--- src/rtl/spi_ctrl_pkg.sv ---
// Shared definitions for the SPI register sequencer: state encoding,
// instruction field widths and per-byte timing of the byte engine.
package spi_ctrl_pkg;

    typedef enum logic [2:0] {
        IDLE     = 3'd0,
        INSTR_HI = 3'd1,
        INSTR_LO = 3'd2,
        DATA     = 3'd3,
        DONE     = 3'd4
    } spiState_e;

    localparam int RW_W        = 1;
    localparam int LEN_W       = 2;
    localparam int ADDR_W      = 13;
    localparam int BYTE_CYCLES = 18;
    localparam int WDT_W       = 16;
    localparam int CNT_W       = 4;

    // Byte idx of a 32-bit word, byte 0 being the least significant.
    function automatic logic [7:0] selectByte(input logic [31:0] word, input logic [1:0] idx);
        return word[{idx, 3'b000} +: 8];
    endfunction

endpackage

--- src/rtl/spi_reg_seq.sv ---
// Register-access sequencer: turns a host read/write request into a stream of
// instruction and data bytes for an external SPI byte engine.
module spi_reg_seq
    import spi_ctrl_pkg::*;
#(
    parameter int unsigned WDT_CYCLES = 1023
) (
    input  logic              CLK,
    input  logic              RST,
    input  logic              req_i,
    input  logic              rw_i,
    input  logic [ADDR_W-1:0] addr_i,
    input  logic [LEN_W-1:0]  len_i,
    input  logic [31:0]       wdata_i,
    output logic              busy_o,
    output logic              ack_o,
    output logic              err_o,
    output logic [31:0]       rdata_o,
    output logic [7:0]        chunk_data_o,
    output logic              chunk_read_o,
    output logic              chunk_start_o,
    input  logic [7:0]        chunk_data_i,
    input  logic              chunk_busy_i,
    input  logic              chunk_finish_i
);

    localparam logic [WDT_W-1:0] WDT_LAST = WDT_W'(WDT_CYCLES - 1);

    spiState_e         state_q, state_d;
    logic [RW_W-1:0]   rw_q, rw_d;
    logic [ADDR_W-1:0] addr_q, addr_d;
    logic [LEN_W-1:0]  len_q, len_d;
    logic [31:0]       wdata_q, wdata_d;
    logic [31:0]       rdata_q, rdata_d;
    logic [7:0]        chunkData_q, chunkData_d;
    logic              chunkRead_q, chunkRead_d;
    logic              chunkStart_q, chunkStart_d;
    logic              ack_q, ack_d;
    logic              err_q, err_d;
    logic [CNT_W-1:0]  byteCnt_q, byteCnt_d;
    logic [WDT_W-1:0]  wdt_q, wdt_d;

    logic              byteState;
    logic              expire;
    logic [CNT_W-1:0]  nextCnt;
    logic [CNT_W-1:0]  lastCnt;

    assign byteState = (state_q == INSTR_HI) || (state_q == INSTR_LO) || (state_q == DATA);
    // A finish in the expiry cycle takes priority over the abort.
    assign expire    = byteState && !chunk_finish_i && (wdt_q == WDT_LAST);
    assign nextCnt   = byteCnt_q + CNT_W'(1);
    assign lastCnt   = CNT_W'(len_q) + CNT_W'(1);

    always_comb begin
        state_d      = state_q;
        rw_d         = rw_q;
        addr_d       = addr_q;
        len_d        = len_q;
        wdata_d      = wdata_q;
        rdata_d      = rdata_q;
        chunkData_d  = chunkData_q;
        chunkRead_d  = chunkRead_q;
        chunkStart_d = 1'b0;
        ack_d        = 1'b0;
        err_d        = 1'b0;
        byteCnt_d    = byteCnt_q;
        wdt_d        = wdt_q;

        case (state_q)
            IDLE: begin
                wdt_d = '0;
                if (req_i && !chunk_busy_i) begin
                    rw_d         = rw_i;
                    addr_d       = addr_i;
                    len_d        = len_i;
                    wdata_d      = wdata_i;
                    rdata_d      = '0;
                    byteCnt_d    = '0;
                    chunkStart_d = 1'b1;
                    chunkData_d  = {rw_i, len_i, addr_i[ADDR_W-1:8]};
                    chunkRead_d  = 1'b0;
                    state_d      = INSTR_HI;
                end
            end
            INSTR_HI: begin
                if (chunk_finish_i) begin
                    chunkStart_d = 1'b1;
                    chunkData_d  = addr_q[7:0];
                    chunkRead_d  = 1'b0;
                    state_d      = INSTR_LO;
                end
            end
            INSTR_LO: begin
                if (chunk_finish_i) begin
                    chunkStart_d = 1'b1;
                    chunkData_d  = selectByte(wdata_q, len_q);
                    chunkRead_d  = rw_q[0];
                    byteCnt_d    = '0;
                    state_d      = DATA;
                end
            end
            DATA: begin
                if (chunk_finish_i) begin
                    if (rw_q[0]) begin
                        rdata_d = {rdata_q[23:0], chunk_data_i};
                    end
                    byteCnt_d = nextCnt;
                    if (nextCnt == lastCnt) begin
                        ack_d   = 1'b1;
                        state_d = DONE;
                    end else begin
                        chunkStart_d = 1'b1;
                        chunkData_d  = selectByte(wdata_q, len_q - nextCnt[LEN_W-1:0]);
                    end
                end
            end
            DONE: begin
                state_d = IDLE;
            end
            default: begin
                state_d = IDLE;
            end
        endcase

        // The watchdog restarts with every new byte and runs only while one is in flight.
        if (byteState) begin
            wdt_d = chunk_finish_i ? '0 : wdt_q + WDT_W'(1);
        end
        if (expire) begin
            err_d        = 1'b1;
            ack_d        = 1'b0;
            chunkStart_d = 1'b0;
            wdt_d        = '0;
            state_d      = IDLE;
        end
    end

    always_ff @(posedge CLK or negedge RST) begin
        if (!RST) begin
            state_q      <= IDLE;
            rw_q         <= '0;
            addr_q       <= '0;
            len_q        <= '0;
            wdata_q      <= '0;
            rdata_q      <= '0;
            chunkData_q  <= '0;
            chunkRead_q  <= 1'b0;
            chunkStart_q <= 1'b0;
            ack_q        <= 1'b0;
            err_q        <= 1'b0;
            byteCnt_q    <= '0;
            wdt_q        <= '0;
        end else begin
            state_q      <= state_d;
            rw_q         <= rw_d;
            addr_q       <= addr_d;
            len_q        <= len_d;
            wdata_q      <= wdata_d;
            rdata_q      <= rdata_d;
            chunkData_q  <= chunkData_d;
            chunkRead_q  <= chunkRead_d;
            chunkStart_q <= chunkStart_d;
            ack_q        <= ack_d;
            err_q        <= err_d;
            byteCnt_q    <= byteCnt_d;
            wdt_q        <= wdt_d;
        end
    end

    assign busy_o        = (state_q != IDLE);
    assign ack_o         = ack_q;
    assign err_o         = err_q;
    assign rdata_o       = rdata_q;
    assign chunk_data_o  = chunkData_q;
    assign chunk_read_o  = chunkRead_q;
    assign chunk_start_o = chunkStart_q;

endmodule

--- config.mk ---
export PLATFORM = sky130hd
export DESIGN_NAME = spi_reg_seq
export DESIGN_NICKNAME = d
export VERILOG_FILES = /design/src/rtl/spi_ctrl_pkg.sv /design/src/rtl/spi_reg_seq.sv
export SDC_FILE = /design/constraint.sdc
export NUM_CORES = 1
export LEC_CHECK = 0
export ABC_AREA = 1
export BUFFER_PORTS_ARGS = -buffer_cell sky130_fd_sc_hd__buf_2
export CAP_MARGIN = 15
export CORE_AREA = 3 3 119 121
export DETAILED_ROUTE_END_ITERATION = 10
export DIE_AREA = 0 0 122 124
export PLACE_DENSITY = 0.71
export SKIP_CTS_REPAIR_TIMING = 1
export SYNTH_ARGS = -nofsm -noshare
export SYNTH_HDL_FRONTEND = slang
export SYNTH_SLANG_ARGS = --single-unit
--- constraint.sdc ---
create_clock -name CLK -period 2.3 [get_ports CLK]
set_input_delay 0.23 -clock CLK [delete_from_list [all_inputs] [get_ports CLK]]
set_output_delay 0.23 -clock CLK [all_outputs]
set_load 0.03 [all_outputs]
==> results of run 1 <==
kinds of logic (layout without fill, tap and decap cells):
logic type | after synthesis | after routing | share of synthesized area (%)
DFF | 110 | 110 | 52.67
and+or+nand+nor | 268 | 268 | 22.19
xor gates and xnor gates | 7 | 7 | 1.173
AOI/OAI and AO/OA | 87 | 87 | 9.457
buffers and inverters | 104 | 216 | 8.140
muxes | 24 | 24 | 5.171
adders and majority gates | 5 | 5 | 1.197
state kept, by name, summed over array words and instances (netlist names):
name           cells
rdata_o           32
wdata_q           32
wdt_q             16
addr_q             8
chunk_data_o       8
byteCnt_q          4
state_q            3
len_q              2
ack_o              1
chunk_read_o       1
chunk_start_o      1
err_o              1
rw_q               1
synthesized netlist by cell type:
library cell and count:
sky130_fd_sc_hd__a21oi_1 29, sky130_fd_sc_hd__a21oi_2 1, sky130_fd_sc_hd__a22o_1 5, sky130_fd_sc_hd__a31oi_1 1
sky130_fd_sc_hd__buf_2 8, sky130_fd_sc_hd__buf_4 2, sky130_fd_sc_hd__buf_6 2, sky130_fd_sc_hd__clkbuf_1 9
sky130_fd_sc_hd__clkinv_1 2, sky130_fd_sc_hd__dfrtp_1 110, sky130_fd_sc_hd__ha_1 5, sky130_fd_sc_hd__inv_1 77
sky130_fd_sc_hd__inv_2 3, sky130_fd_sc_hd__inv_4 1, sky130_fd_sc_hd__mux2_1 1, sky130_fd_sc_hd__mux2_2 23
sky130_fd_sc_hd__nand2_1 134, sky130_fd_sc_hd__nand2_2 9, sky130_fd_sc_hd__nand2_4 2, sky130_fd_sc_hd__nand3_1 41
sky130_fd_sc_hd__nand3_2 1, sky130_fd_sc_hd__nand3b_1 2, sky130_fd_sc_hd__nand4_1 6, sky130_fd_sc_hd__nor2_1 60
sky130_fd_sc_hd__nor2_2 2, sky130_fd_sc_hd__nor2_4 2, sky130_fd_sc_hd__nor3_1 5, sky130_fd_sc_hd__nor4_1 4
sky130_fd_sc_hd__o211ai_1 1, sky130_fd_sc_hd__o21ai_0 27, sky130_fd_sc_hd__o21ai_1 1, sky130_fd_sc_hd__o21ai_2 1
sky130_fd_sc_hd__o21bai_1 1, sky130_fd_sc_hd__o22ai_1 19, sky130_fd_sc_hd__o31ai_1 1, sky130_fd_sc_hd__xnor2_1 1
sky130_fd_sc_hd__xor2_1 6
power by group:
| group | switching (uW) | total [uW] | internal, uW |
|---|---|---|---|
| Sequential | 443 | 3130 | 2690 |
| Clock | 690 | 1570 | 881 |
| Combinational | 2660 | 4000 | 1330 |
| Total | 3790 | 8700 | 4900 |
stage by stage:
step	worst slack (ns)	cell area, sq um
final	0.4596	6282
after global routing	0.2457	6282
after CTS	0.4543	6272
after detailed placement	0.4786	5971
after global placement	0.5014	5971
after floorplan	0.6916	5226
layout make-up:
class                   count  area, sq um  share of cell area [%]
flip-flops and latches    110         2753                   43.82
repair buffers            117        645.6                   10.28
inverters                  83        314.1                   4.999
clock inverters             4        55.05                  0.8763
multi-input cells         391         2048                   32.60
well taps                 176        220.2                   3.505
clock buffers              12        246.5                   3.924
final timing paths:
path	to	slack [ns]	depth (start not counted)
max	chunk_data_o[0]$_DFFE_PN0P_	0.46	10
min reg2reg	chunk_read_o$_DFFE_PN0P_	0.49	2
max in group asynchronous	rdata_o[8]$_DFFE_PN0P_	1.13	3
min in group asynchronous	rdata_o[24]$_DFFE_PN0P_	0.42	2
max reg2reg	chunk_data_o[0]$_DFFE_PN0P_	0.46	10
min	wdata_q[12]$_DFFE_PN0P_	0.09	2
metal layers:
metal / share of wire (%) / wire, um / track usage (%) / vias up
met5: 0 / 0 / 0 / -
met1: 48 / 5836 / 24.20 / 1990
met2: 46 / 5657 / 26.00 / 94
met4: 1.0 / 123 / 4.482 / 0
met3: 4.8 / 589 / 4.678 / 8
li1: - / - / - / 2158
worst register-to-register path, cell delays in order (launching register included):
cell,delay (ns)
sky130_fd_sc_hd__dfrtp_1,0.39
sky130_fd_sc_hd__inv_1,0.08
sky130_fd_sc_hd__ha_1,0.31
sky130_fd_sc_hd__inv_1,0.09
sky130_fd_sc_hd__nand2_1,0.06
sky130_fd_sc_hd__nor2_1,0.12
sky130_fd_sc_hd__nand4_1,0.19
sky130_fd_sc_hd__nand2_2,0.21
sky130_fd_sc_hd__inv_2,0.12
sky130_fd_sc_hd__nor2_1,0.12
sky130_fd_sc_hd__a21oi_1,0.05
cells in the final DEF (no fill, tap or decap), drive strengths merged:
cell / n
bufinv: 1
clkinvlp: 1
nor3: 5
dfrtp: 110
o22ai: 19
nand4: 6
clkbuf: 12
o21bai: 1
xor2: 6
nand3b: 2
dlygate4sd3: 1
nand3: 42
inv: 82
nor4: 4
o21ai: 29
o211ai: 1
a22o: 5
buf: 116
a31oi: 1
nor2: 64
nand2: 145
a21oi: 30
ha: 5
mux2: 24
clkinv: 3
o31ai: 1
xnor2: 1
==> load_flow_metrics.sql, run 1 <==
INSERT INTO impl_metrics (metric_group, metric, value, unit) VALUES
('floorplan', 'core_region_area', '0.01319', 'sq mm'),
('pwr', 'worst_ir_drop_vdd', '761.0', 'uV'),
('floorplan', 'dieWidth', '122', 'um'),
('status', 'outcome', 'finished clean', ''),
('floorplan', 'die_h', '124', 'um'),
('global_routing', 'via_count_of_the_first_global_routing_pass', '4080', ''),
('cts', 'cts_h_tree_lvls', '3', ''),
('logic_synthesis', 'post-synth-top-area-cell', 'sky130_fd_sc_hd__dfrtp_1', ''),
('pwr', 'finalPower', '8696', 'uW'),
('timing', 'skew', '0.006591', 'ns'),
('critical_path', 'reg2reg_from', 'byteCnt_q[0]$_DFFE_PN0P_', ''),
('drt', 'total_via_count_after_detailed_routing', '4250', ''),
('worst_hold_path', 'worstHoldPathType', 'input port to flop', ''),
('critical_path', 'timing_worst_setup_path_type', 'flop to flop', ''),
('critical_path', 'cp_num_buf_inv', '3', ''),
('drt', 'postRouteWirelength', '12210', 'um'),
('global_routing', 'grt_overflow', '0', ''),
('pwr', 'power.density', '1384', 'mW/mm^2'),
('place', 'gp_congestion', '0.8945', ''),
('global_routing', 'antenna_found_initial', '0', ''),
('cells_and_area', 'growth_of_design_area_from_synthesis_to_finish', '20.21', '%'),
('cells_and_area', 'finish.utilization', '47.63', '%'),
('place', 'place_hpwl', '8982', 'um'),
('drt', 'remaining_drc_errors', '0', ''),
('critical_path', 'worstSetupEndpointType', 'flop', ''),
('cts', 'cts-root-to-sink-buffers', '2', ''),
('place', 'port_buffers', '105', ''),
('drt', 'initial_drt_pass_iterations', '4', ''),
('timing', 'timing.final.max_slew_violations', '0', ''),
('global_routing', 'grt_first_pass_wirelength', '20220', 'um'),
('logic_synthesis', 'netlist_area', '0.005226', 'sq mm'),
('drt', 'via_per_inst', '4.759', ''),
('timing', 'worst_slew_pin_slew', '0.6209', 'ns'),
('timing', 'final_period_minus_worst_setup_slack', '1.840', 'ns'),
('cells_and_area', 'nFillCells', '1289', ''),
('timing', 'setup_viol', '0', ''),
('logic_synthesis', 'synth_area_leaders', 'sky130_fd_sc_hd__dfrtp_1, sky130_fd_sc_hd__nand2_1, sky130_fd_sc_hd__inv_1, sky130_fd_sc_hd__mux2_2, sky130_fd_sc_hd__nor2_1', ''),
('global_routing', 'globalRouteTotalUtil', '17.08', '%'),
('timing', 'maxSlewHeadroom', '58.61', '%'),
('cts', 'numCtsBuffers', '9', ''),
('cts', 'clkLatencyLatePin', '0.35', 'ns'),
('cts', 'cts_tree', 'built', ''),
('critical_path', 'critical_path.max_stage_delay', '0.39', 'ns'),
('timing', 'achievable-frequency', '543.4', 'MHz'),
('job', 'maxCapViolations', '0', ''),
('timing', 'finalSetupTns', '0', 'ns'),
('timing', 'hold_ws', '0.09165', 'ns'),
('floorplan', 'design.die.area', '0.01513', 'sq mm'),
('cts', 'tritoncts_num_sinks', '110', ''),
('floorplan', 'num_rows', '42', ''),
('place', 'post-place-cells', '876', ''),
('pwr', 'power.leakage', '0.003174', 'uW'),
('critical_path', 'cp-start-kind', 'flop', ''),
('logic_synthesis', 'yosys_register_bits', '110', ''),
('global_routing', 'largest_net_degree_at_the_start_of_global_routing', '46', ''),
('critical_path', 'crit_required', '2.53', 'ns'),
('critical_path', 'path_max_fanout', '9', ''),
('cells_and_area', 'antenna_cells_inserted', '0', ''),
('drt', 'detail-route-antenna-nets', '0', ''),
('floorplan', 'floorplan.io_pins', '106', ''),
('critical_path', 'critPathLaunch', 'byteCnt_q[0]$_DFFE_PN0P_', ''),
('cells_and_area', 'fin_nets', '778', ''),
('critical_path', 'slowest_stage', 'sky130_fd_sc_hd__dfrtp_1', ''),
('cts', 'clk_pin_slew', '0.07', 'ns'),
('floorplan', 'start_util', '39.62', '%'),
('cells_and_area', 'post_route_cells_drive_above_1_share', '24.41', '%'),
('cts', 'cts_root_buffer', 'sky130_fd_sc_hd__clkbuf_16', ''),
('logic_synthesis', 'synth.yosys.warnings', '0', ''),
('logic_synthesis', 'synth_top_area_share', '52.67', '%'),
('drt', 'routed_wire_length_per_instance', '13.67', 'um'),
('timing', 'unrepaired_setup_endpoints_after_global_routing', 'false', '');
Note: power is estimated with default switching activity, not from simulation.
==> run 2: changes to the inputs <==
--- a/config.mk
+++ b/config.mk
@@ -5,12 +5,12 @@
 export SDC_FILE = /design/constraint.sdc
 export NUM_CORES = 1
 export LEC_CHECK = 0
-export ABC_AREA = 1
+export ABC_AREA = 0
 export BUFFER_PORTS_ARGS = -buffer_cell sky130_fd_sc_hd__buf_2
 export CAP_MARGIN = 15
-export CORE_AREA = 3 3 119 121
+export CORE_AREA = 3 3 121 123
 export DETAILED_ROUTE_END_ITERATION = 10
-export DIE_AREA = 0 0 122 124
+export DIE_AREA = 0 0 124 126
 export PLACE_DENSITY = 0.71
 export SKIP_CTS_REPAIR_TIMING = 1
 export SYNTH_ARGS = -nofsm -noshare
==> constraint.sdc (replaced) <==
create_clock -name CLK -period 1.7 [get_ports CLK]
set_input_delay 0.17 -clock CLK [delete_from_list [all_inputs] [get_ports CLK]]
set_output_delay 0.17 -clock CLK [all_outputs]
set_load 0.03 [all_outputs]
==> load_flow_metrics.sql, run 2 <==
INSERT INTO impl_metrics (metric_group, metric, value, unit) VALUES
('cts', 'numCtsBuffers', '9', ''),
('critical_path', 'crit_required', '1.96', 'ns'),
('cells_and_area', 'final_non_filler_cell_total', '875', ''),
('floorplan', 'num_rows', '43', ''),
('critical_path', 'path_max_fanout', '7', ''),
('timing', 'skew', '0.01668', 'ns'),
('place', 'place_hpwl', '9882', 'um'),
('job', 'maxCapViolations', '0', ''),
('drt', 'detail-route-antenna-nets', '0', ''),
('logic_synthesis', 'async_flop_share', '100.0', '%'),
('drt', 'routed_wire_length_per_instance', '18.57', 'um'),
('pwr', 'finalPower', '15900', 'uW'),
('floorplan', 'dieWidth', '124', 'um'),
('timing', 'final_period_util', '125.3', '%'),
('drt', 'initial_drt_pass_iterations', '5', ''),
('logic_synthesis', 'synth.yosys.warnings', '0', ''),
('worst_hold_path', 'worstHoldPathType', 'input port to flop', ''),
('drt', 'postRouteWirelength', '16250', 'um'),
('floorplan', 'design.die.area', '0.01562', 'sq mm'),
('floorplan', 'core_region_area', '0.01377', 'sq mm'),
('place', 'post-place-cells', '825', ''),
('timing', 'unrepaired_setup_endpoints_after_global_routing', 'true', ''),
('cts', 'clk_pin_slew', '0.09', 'ns'),
('critical_path', 'rr_worst_depth', '8', ''),
('global_routing', 'grt_first_pass_wirelength', '22310', 'um'),
('logic_synthesis', 'synthesis.instances', '513', ''),
('timing', 'timing.final.max_slew_violations', '0', ''),
('logic_synthesis', 'synth_compound_area_share', '10.22', '%'),
('cells_and_area', 'fin_nets', '756', ''),
('timing', 'finalSetupTns', '-20.22', 'ns'),
('global_routing', 'antenna_found_initial', '0', ''),
('drt', 'dr.first_iter.drc_count', '290', ''),
('status', 'outcome', 'finished, violations left', ''),
('logic_synthesis', 'post_synth_most_frequent_cells', 'sky130_fd_sc_hd__dfrtp_1, sky130_fd_sc_hd__nand2_1, sky130_fd_sc_hd__mux2_2', ''),
('logic_synthesis', 'yosys_register_bits', '110', ''),
('logic_synthesis', 'synth-edff-count', '0', ''),
('critical_path', 'critPathArrivalTime', '2.38', 'ns'),
('logic_synthesis', 'number_of_different_library_cells_in_the_post_synthesis_netlist', '52', ''),
('floorplan', 'start_util', '39.39', '%'),
('floorplan', 'die_h', '126', 'um'),
('cts', 'tritoncts_num_sinks', '110', ''),
('critical_path', 'cp-start-kind', 'flop', ''),
('logic_synthesis', 'synth_simple_gate_area_share', '14.05', '%'),
('logic_synthesis', 'synth_most_common_cell', 'sky130_fd_sc_hd__dfrtp_1', ''),
('place', 'gp_congestion', '0.8391', ''),
('drt', 'remaining_drc_errors', '0', ''),
('logic_synthesis', 'synth_sequential_area_ratio', '50.74', '%'),
('global_routing', 'via_count_of_the_first_global_routing_pass', '4500', ''),
('timing', 'setup_viol', '106', ''),
('timing', 'hold_ws', '0.02206', 'ns'),
('timing', 'maxSlewHeadroom', '59.76', '%'),
('timing', 'final_hold_viol_count', '0', ''),
('cts', 'cts_tree', 'built', ''),
('cells_and_area', 'growth_of_design_area_from_synthesis_to_finish', '43.84', '%'),
('status', 'failed_checks', 'setup timing', ''),
('cts', 'cts_h_tree_lvls', '3', ''),
('logic_synthesis', 'main_combinational_cell_family_by_area_after_synthesis', 'multiplexers', ''),
('pwr', 'power.density', '2038', 'mW/mm^2'),
('floorplan', 'floorplan.io_pins', '106', ''),
('cells_and_area', 'mostFrequentLayoutCell', 'sky130_fd_sc_hd__dfrtp_1', ''),
('cells_and_area', 'antenna_cells_inserted', '0', ''),
('logic_synthesis', 'adder_and_majority_gate_portion_of_the_synthesized_area', '1.153', '%'),
('global_routing', 'largest_net_degree_at_the_start_of_global_routing', '65', ''),
('cts', 'clkLatencyLatePin', '0.37', 'ns'),
('timing', 'worst_slew_pin_slew', '0.6014', 'ns'),
('cts', 'cts_root_buffer', 'sky130_fd_sc_hd__clkbuf_16', ''),
('cells_and_area', 'mostFrequentLayoutCells', 'sky130_fd_sc_hd__dfrtp_1, sky130_fd_sc_hd__buf_2, sky130_fd_sc_hd__buf_4', ''),
('critical_path', 'timing_worst_setup_path_type', 'flop to flop', ''),
('pwr', 'worst_ir_drop_vdd', '1333', 'uV'),
('logic_synthesis', 'netlist_area', '0.005425', 'sq mm'),
('drt', 'via_per_inst', '5.479', ''),
('timing', 'final_period_minus_worst_setup_slack', '2.129', 'ns'),
('logic_synthesis', 'ys.flop_type', 'sky130_fd_sc_hd__dfrtp_1', ''),
('worst_hold_path', 'hold-path-cell-count', '3', ''),
('logic_synthesis', 'syn_area_per_cell', '10.58', 'sq um'),
('timing', 'achievable-frequency', '469.6', 'MHz'),
('logic_synthesis', 'post-synth-top-area-cell', 'sky130_fd_sc_hd__dfrtp_1', ''),
('logic_synthesis', 'synth-xor-area-share', '2.214', '%'),
('logic_synthesis', 'synth_area_leaders', 'sky130_fd_sc_hd__dfrtp_1, sky130_fd_sc_hd__mux2_2, sky130_fd_sc_hd__nand2_1, sky130_fd_sc_hd__o21ai_0, sky130_fd_sc_hd__mux4_2', ''),
('drt', 'total_via_count_after_detailed_routing', '4794', ''),
('logic_synthesis', 'synth_top_area_share', '50.74', '%'),
('place', 'port_buffers', '105', ''),
('logic_synthesis', 'synth.mux.area_fraction', '17.76', '%'),
('logic_synthesis', 'synth_fp_nets', '579', ''),
('pwr', 'power.leakage', '0.003665', 'uW'),
('cells_and_area', 'post_route_cells_drive_above_1_share', '53.38', '%'),
('timing', 'layout_setup_ws', '-0.4293', 'ns'),
('critical_path', 'worstSetupEndpointType', 'flop', ''),
('global_routing', 'globalRouteTotalUtil', '18.10', '%'),
('global_routing', 'grt_overflow', '0', ''),
('cts', 'cts-root-to-sink-buffers', '2', '');
run 2: changes by cell type after synthesis, sizes merged, moves of 20 or more:
cell and delta:
inv -64, o21ai +20, nor2 -34, nand2 -60
nand3 -33, mux2 +34
run 2: path summary, 6_finish.rpt:
check	slack, ns	to	startpoint
max	-0.43	chunk_data_o[2]$_DFFE_PN0P_	byteCnt_q[0]$_DFFE_PN0P_
min	0.02	rdata_o[0]$_DFFE_PN0P_	chunk_data_i[0]
max reg2reg	-0.43	chunk_data_o[2]$_DFFE_PN0P_	byteCnt_q[0]$_DFFE_PN0P_
min reg2reg	0.49	rdata_o[25]$_DFFE_PN0P_	rdata_o[25]$_DFFE_PN0P_
max in group asynchronous	0.80	rdata_o[2]$_DFFE_PN0P_	RST
min in group asynchronous	0.31	rdata_o[8]$_DFFE_PN0P_	RST
run 2: per-stage QoR:
step	cell area [sq um]	worst slack (ns)	utilization (%)
after floorplan	5545	-0.4782	-
after global placement	6629	-0.4802	48.13
after detailed placement	6629	-0.5275	48.13
after CTS	6930	-0.5460	50.32
after global routing	7804	-0.4754	56.66
final	7804	-0.4293	56.66
run 2: where the power goes:
| group | switching, uW | total (uW) | leakage (uW) | internal (uW) |
|---|---|---|---|---|
| Clock | 1130 | 2190 | 0.000150 | 1060 |
| Sequential | 790 | 4280 | 0.00142 | 3490 |
| Combinational | 4630 | 9430 | 0.00210 | 4790 |
| Total | 6550 | 15900 | 0.00366 | 9350 |
run 2: logic make-up after synthesis:
| logic type | Yosys count |
|---|---|
| and+or+nand+nor | 166 |
| adders and majority gates | 5 |
| buffers and inverters | 49 |
| muxes | 76 |
| xor gates and xnor gates | 12 |
| DFF | 110 |
| AOI/OAI and AO/OA | 95 |
run 2: area by class of cell:
cell class	instances	area, sq um
Fill cell	1146	5969
Multi-Input combinational cell	356	2933
Sequential cell	110	2756
Timing Repair Buffer	196	1521
Clock buffer	9	225.2
Tap cell	180	225.2
Clock inverter	7	76.32
Inverter	17	66.31
run 2: layer usage:
metal / vias up / wire (um) / global-route usage [%]
li1: 2176 / - / -
met1: 2412 / 6636 / 23.52
met2: 177 / 8299 / 29.75
met3: 29 / 900 / 4.490
met4: 0 / 414 / 5.670
met5: - / 0 / 0
run 2: worst max-delay path, cell delays in order, from the launching register on:
cell and delay [ns]:
sky130_fd_sc_hd__dfrtp_1 0.43, sky130_fd_sc_hd__inv_2 0.06, sky130_fd_sc_hd__ha_4 0.16, sky130_fd_sc_hd__xnor3_2 0.38, sky130_fd_sc_hd__buf_12 0.16, sky130_fd_sc_hd__mux4_2 0.42, sky130_fd_sc_hd__nand2_1 0.09, sky130_fd_sc_hd__a21oi_2 0.05
sky130_fd_sc_hd__mux2_4 0.26
